**src/rtl/data_cache.sv**
```systemverilog
// Direct-mapped, write-back, write-allocate L1 data cache for the MA stage.
// Hits finish in the request cycle; misses hold BUSYWAIT until the block is filled.
module data_cache #(
  parameter int INDEX_BITS  = 3,
  parameter int BLOCK_WORDS = 4
) (
  input  logic         CLK,
  input  logic         RESET,
  input  logic [1:0]   READ,
  input  logic [1:0]   WRITE,
  input  logic [31:0]  ADDR,
  input  logic [31:0]  DATA_IN,
  output logic [31:0]  DATA_OUT,
  output logic         BUSYWAIT,
  output logic         MEM_READ,
  output logic         MEM_WRITE,
  output logic [27:0]  MEM_ADDR,
  output logic [127:0] MEM_WRITEDATA,
  input  logic [127:0] MEM_READDATA,
  input  logic         MEM_BUSYWAIT
);

  localparam int SETS  = 1 << INDEX_BITS;
  localparam int TAG_W = 28 - INDEX_BITS;

  generate
    if (BLOCK_WORDS != 4) begin : g_bad_block
      $error("data_cache: BLOCK_WORDS must be 4");
    end
  endgenerate

  typedef enum logic [1:0] {
    S_IDLE      = 2'd0,
    S_WRITEBACK = 2'd1,
    S_ALLOCATE  = 2'd2,
    S_UPDATE    = 2'd3
  } state_e;

  // Handshake: a request (READ or WRITE non-zero) is accepted in the first
  // IDLE cycle with BUSYWAIT=0; the pipeline holds ADDR/READ/WRITE/DATA_IN
  // stable while BUSYWAIT=1. Toward memory, MEM_READ/MEM_WRITE stay high
  // until the first rising edge that sees MEM_BUSYWAIT=0.
  state_e                       state_q, state_d;
  logic [SETS-1:0]              valid_q, valid_d;
  logic [SETS-1:0]              dirty_q, dirty_d;
  logic [SETS-1:0][TAG_W-1:0]   tag_q, tag_d;
  logic [SETS-1:0][127:0]       data_q, data_d;
  logic [127:0]                 fill_q, fill_d;
  logic [31:0]                  data_out_q, data_out_d;
  logic                         mem_read_q, mem_read_d;
  logic                         mem_write_q, mem_write_d;
  logic [27:0]                  mem_addr_q, mem_addr_d;
  logic [127:0]                 mem_wdata_q, mem_wdata_d;

  logic [INDEX_BITS-1:0] idx;
  logic [TAG_W-1:0]      tag_in;
  logic [1:0]            wsel;
  logic                  hit;
  logic                  is_store;
  logic                  is_load;
  logic                  miss;
  logic [127:0]          cur_blk;
  logic [31:0]           cur_word;
  logic [31:0]           rd_data;
  logic [3:0]            be;
  logic [31:0]           wdata;
  logic [31:0]           merged_word;
  logic [127:0]          wr_blk;

  assign idx      = ADDR[3+INDEX_BITS:4];
  assign tag_in   = ADDR[31:4+INDEX_BITS];
  assign wsel     = ADDR[3:2];
  assign hit      = valid_q[idx] && (tag_q[idx] == tag_in);
  assign is_store = (WRITE != 2'b00);
  assign is_load  = !is_store && (READ != 2'b00);
  assign miss     = (is_store || is_load) && !hit;
  assign cur_blk  = data_q[idx];
  assign cur_word = cur_blk[{wsel, 5'b00000} +: 32];

  // Load data is zero-extended and right-aligned; ADDR bits below the access size are ignored.
  always_comb begin
    rd_data = 32'b0;
    case (READ)
      2'b01:   rd_data = {24'b0, cur_word[{ADDR[1:0], 3'b000} +: 8]};
      2'b10:   rd_data = {16'b0, cur_word[{ADDR[1], 4'b0000} +: 16]};
      2'b11:   rd_data = cur_word;
      default: rd_data = 32'b0;
    endcase
  end

  // Store data arrives right-aligned; replicate it across lanes and enable the target lanes.
  always_comb begin
    be    = 4'b0000;
    wdata = DATA_IN;
    case (WRITE)
      2'b01: begin
        be    = 4'b0001 << ADDR[1:0];
        wdata = {4{DATA_IN[7:0]}};
      end
      2'b10: begin
        be    = ADDR[1] ? 4'b1100 : 4'b0011;
        wdata = {2{DATA_IN[15:0]}};
      end
      2'b11: begin
        be    = 4'b1111;
        wdata = DATA_IN;
      end
      default: begin
        be    = 4'b0000;
        wdata = DATA_IN;
      end
    endcase
  end

  always_comb begin
    merged_word = cur_word;
    for (int b = 0; b < 4; b++) begin
      if (be[b]) merged_word[b*8 +: 8] = wdata[b*8 +: 8];
    end
    wr_blk = cur_blk;
    wr_blk[{wsel, 5'b00000} +: 32] = merged_word;
  end

  always_comb begin
    state_d     = state_q;
    valid_d     = valid_q;
    dirty_d     = dirty_q;
    tag_d       = tag_q;
    data_d      = data_q;
    fill_d      = fill_q;
    data_out_d  = data_out_q;
    mem_read_d  = mem_read_q;
    mem_write_d = mem_write_q;
    mem_addr_d  = mem_addr_q;
    mem_wdata_d = mem_wdata_q;
    case (state_q)
      S_IDLE: begin
        if (miss) begin
          if (valid_q[idx] && dirty_q[idx]) begin
            state_d     = S_WRITEBACK;
            mem_write_d = 1'b1;
            mem_addr_d  = {tag_q[idx], idx};
            mem_wdata_d = cur_blk;
          end else begin
            state_d    = S_ALLOCATE;
            mem_read_d = 1'b1;
            mem_addr_d = ADDR[31:4];
          end
        end else if (is_store) begin
          data_d[idx]  = wr_blk;
          dirty_d[idx] = 1'b1;
        end else if (is_load) begin
          data_out_d = rd_data;
        end
      end
      S_WRITEBACK: begin
        if (!MEM_BUSYWAIT) begin
          state_d     = S_ALLOCATE;
          mem_write_d = 1'b0;
          mem_wdata_d = 128'b0;
          mem_read_d  = 1'b1;
          mem_addr_d  = ADDR[31:4];
        end
      end
      S_ALLOCATE: begin
        if (!MEM_BUSYWAIT) begin
          state_d    = S_UPDATE;
          fill_d     = MEM_READDATA;
          mem_read_d = 1'b0;
          mem_addr_d = 28'b0;
        end
      end
      S_UPDATE: begin
        state_d      = S_IDLE;
        data_d[idx]  = fill_q;
        tag_d[idx]   = tag_in;
        valid_d[idx] = 1'b1;
        dirty_d[idx] = 1'b0;
      end
      default: state_d = S_IDLE;
    endcase
  end

  always_ff @(posedge CLK or negedge RESET) begin
    if (!RESET) begin
      state_q     <= S_IDLE;
      valid_q     <= '0;
      dirty_q     <= '0;
      data_out_q  <= 32'b0;
      mem_read_q  <= 1'b0;
      mem_write_q <= 1'b0;
      mem_addr_q  <= 28'b0;
      mem_wdata_q <= 128'b0;
    end else begin
      state_q     <= state_d;
      valid_q     <= valid_d;
      dirty_q     <= dirty_d;
      data_out_q  <= data_out_d;
      mem_read_q  <= mem_read_d;
      mem_write_q <= mem_write_d;
      mem_addr_q  <= mem_addr_d;
      mem_wdata_q <= mem_wdata_d;
    end
  end

  // Tag and data storage carry no reset; valid bits alone qualify them.
  always_ff @(posedge CLK) begin
    tag_q  <= tag_d;
    data_q <= data_d;
    fill_q <= fill_d;
  end

  // In reset the miss path must not raise BUSYWAIT, even with a request still applied.
  assign BUSYWAIT      = RESET && ((state_q != S_IDLE) || miss);
  assign DATA_OUT      = (RESET && (state_q == S_IDLE) && is_load && hit) ? rd_data : data_out_q;
  assign MEM_READ      = mem_read_q;
  assign MEM_WRITE     = mem_write_q;
  assign MEM_ADDR      = mem_addr_q;
  assign MEM_WRITEDATA = mem_wdata_q;

endmodule
```
**config.mk**
```make
export PLATFORM = sky130hd
export DESIGN_NAME = data_cache
export DESIGN_NICKNAME = d
export VERILOG_FILES = /design/src/rtl/data_cache.sv
export SDC_FILE = /design/constraint.sdc
export NUM_CORES = 2
export LEC_CHECK = 0
export BUFFER_PORTS_ARGS = -buffer_cell sky130_fd_sc_hd__buf_4
export CAP_MARGIN = 20
export CORE_AREA = 2 2 361 363
export CTS_CLUSTER_DIAMETER = 200
export DETAILED_ROUTE_END_ITERATION = 10
export DIE_AREA = 0 0 363 365
export PLACE_DENSITY = 0.75
export SYNTH_ARGS = -nofsm -noshare
export SYNTH_HDL_FRONTEND = slang
export SYNTH_SLANG_ARGS = --single-unit
export TNS_END_PERCENT = 30
```
**constraint.sdc**
```tcl
create_clock -name CLK -period 24.1 [get_ports CLK]
set_input_delay 7.23 -clock CLK [delete_from_list [all_inputs] [get_ports CLK]]
set_output_delay 7.23 -clock CLK [all_outputs]
set_load 0.005 [all_outputs]
```
==> metrics <==
commonest non-fill, non-tap cell in the layout edfxtp_1; synthesized instance count 5312; GR Util met3 15.6%; CP cell instances buf_8, buf_4, buf_4, mux2_4, a221oi_2, xnor2_1, nor4_2, nand4_2, buf_4, nor3_4, buf_4, mux2_2, buf_4; Setup WS pre-CTS roughly 4600 ps; syn_nets about 5500; Clock Path Buffers 3; DP Area between 70000 and 80000 um^2; CTS Hold Buffers Added 0; worst path bufs/invs 6; peak supply drop around 0.07 mV; CP Data Required Time about 17000 ps; mapped cell area roughly 70000 um^2; critical path launch point type primary input; share of post-route cells with drive strength above 1 23.1%; CP delay by family, top buffers and inverters; status finished, final reports clean; #FFs+latches synth ~1600; worst relative slew slack 1.22%; met2 usage a little under three fifths; die width 363 um; die height approximately 370 um; Tightest Hold Check Type reg -> reg; XOR/XNOR share of the synthesized area less than 1%; CP Max Fanout between 80 and 90; EDFF count, synth about 1400; ys flop type edfxtp_1; most area-hungry cell type in the Yosys netlist edfxtp_1; commonest cells after routing, fill and taps aside edfxtp_1, nor2_1, buf_4; Adder-Cell Fraction of Synth Area 0.249%; DRT iter0 DRCs around 9500; Sequential Area 45800 um^2; crit end category output port; Initial Util a little over half; GPL Wtd Cong approximately 1.0; CP Data Arrival Time 12320 ps; synth unique cells 92; average via count per standard cell approximately 7.0; worst setup margin 4550 ps; sequential-to-total area share from yosys stat about two thirds; Final #Nets between 5000 and 6000; vias in the first global route roughly 50000; CTS Root Cell clkbuf_16; CP peak stage delay ~810 ps; CTS buffer count roughly 160; synth top area cells edfxtp_1, dfrtp_1, mux2_2, nor2_1, mux4_2; Wirelength per Cell 35.2 um; pwr dens about 98 nW/um^2; post-CTS setup buffer count 0; vias about 52000; I/O pins 390; maximum clock rate 51.1 MHz; total power 7.88 mW; main combinational cell family by area after synthesis multiplexers; Setup TNS 0 ps; Crit path top cell by count buf_4; syn avg cell area 13.3 um^2; Tmin final 19550 ps; Synth Area in Compound Gates between 10% and 20%; top cell type's share of synthesized area approximately 58%; Antenna Violating Nets Remaining 0; GR Util All Layers between 30% and 40%; post-route cell area ~80000 um^2; Multi-input gate area roughly 23000 um^2; TritonCTS clock tree yes; skew final 38.5 ps; post-synthesis mux area share ~11%; critical path type in -> out; slowest CP cell buf_4; final hold vios 0; RSZ-0062 raised after global routing no; global-route wire length before repair about 370 mm; period utilization roughly four fifths; final setup violating endpoints 0; global route hottest layer met2; ys async rst share a little over an eighth; clk_lat worst skew about 820 ps; H-tree level count 4; post-CTS sizing 0; # DRC 0; I/O Buffers 389; Synth Warn # 0; largest net degree at the start of global routing roughly 150; slew at the pin closest to its max-slew limit between 1000 and 1500 ps; GRT met1 Usage between 40% and 50%; max-cap viol count 0; Row Count 132; Remaining Overflow, GRT 0; core area 129000 um^2; Min Hold Slack approximately 470 ps; Total Wirelength 262 mm; Initial DRT Pass Iterations 7; Final HPWL DP 159 mm; P_leak 29.0 nW; Clk pin slew, worst setup/hold paths approximately 60 ps; Simple-Gate Fraction of Synth Area roughly a tenth; CTS Sinks 1560; Area growth syn-to-layout 14.2%; Die ar. roughly 130000 um^2; Fillers roughly 9400; initial antenna violation count 21; max-slew violation count 0
## stage by stage
step / cells / util, %
2_1_floorplan: 5312 / -
3_3_place_gp: 7115 / 58.4
3_5_place_dp: 7117 / 58.4
4_1_cts: 7415 / 62.4
5_1_grt: 7421 / 62.5
6_report: 7434 / 62.5
## synthesized netlist by cell type, drive strengths merged, types with 9 or more instances
cell type / instances
mux4: 83
o221ai: 14
dfrtp: 208
a221oi: 91
or3: 12
a31o: 11
and2: 13
a221o: 78
o211ai: 11
clkbuf: 258
a22oi: 81
a22o: 55
nor3: 182
o2bb2ai: 54
mux2i: 181
a21oi: 148
nand3: 38
buf: 158
nor2b: 23
nand2: 212
ha: 14
nand2b: 33
mux2: 373
o31ai: 19
nand4: 9
nand3b: 9
or2: 18
o21ai: 185
o22ai: 72
and3: 53
a31oi: 26
o22a: 15
a21o: 44
nor2: 999
o41ai: 10
edfxtp: 1352
a211oi: 47
inv: 33
o21a: 12
## power breakdown
group	internal [mW]	switching, mW
Sequential	3.26	0.173
Combinational	0.682	1.29
Clock	1.39	1.09
## area by class of cell
type,count,share of cell area [%]
Inverter,35,0.177
Multi-Input combinational cell,3301,28.4
Clock buffer,215,5.41
Antenna cell,15,0.0467
Clock inverter,83,1.04
Tap cell,1675,2.61
Timing Repair Buffer,550,5.31
Sequential cell,1560,57.0
## flip-flops by register name, indices dropped and copies added, names as in the netlist, named ones only
signal         cells
MEM_READ           1
tag_q            200
MEM_WRITEDATA    128
MEM_WRITE          1
data_q          1024
state_q            2
MEM_ADDR          28
valid_q            8
fill_q           128
data_out_q        32
## logic make-up (layout without fill, tap and decap cells)
family | Yosys count | count (layout)
xor gates and xnor gates | 9 | 9
buffers and inverters | 451 | 883
adders and majority gates | 14 | 14
other | 0 | 15
AOI/OAI and AO/OA | 1010 | 1010
and+or+nand+nor | 1631 | 1631
muxes | 637 | 637
DFF | 1560 | 1560
## routing by layer
metal	up-vias	wire length [um]	part of all wire [%]
li1	20800	-	-
met1	25300	85500	33
met2	5006	112000	43
met3	1194	42900	16
met4	30	21500	8.2
met5	-	330	0.13
## worst paths after layout
check / start / to / slack (ps) / cells after the start
max in group asynchronous: RESET / MEM_WRITEDATA[105] / 16370 / 2
worst max-delay path: ADDR[4] / DATA_OUT[8] / 4550 / 13
worst max register to register: tag_q[110] / data_q[432] / 18210 / 12
min in group asynchronous: RESET / MEM_WRITEDATA[104] / 6350 / 1
worst min-delay path: valid_q[1] / valid_q[1] / 470 / 1
worst min register to register: valid_q[1] / valid_q[1] / 470 / 1
(Power assumes the default switching activity.)
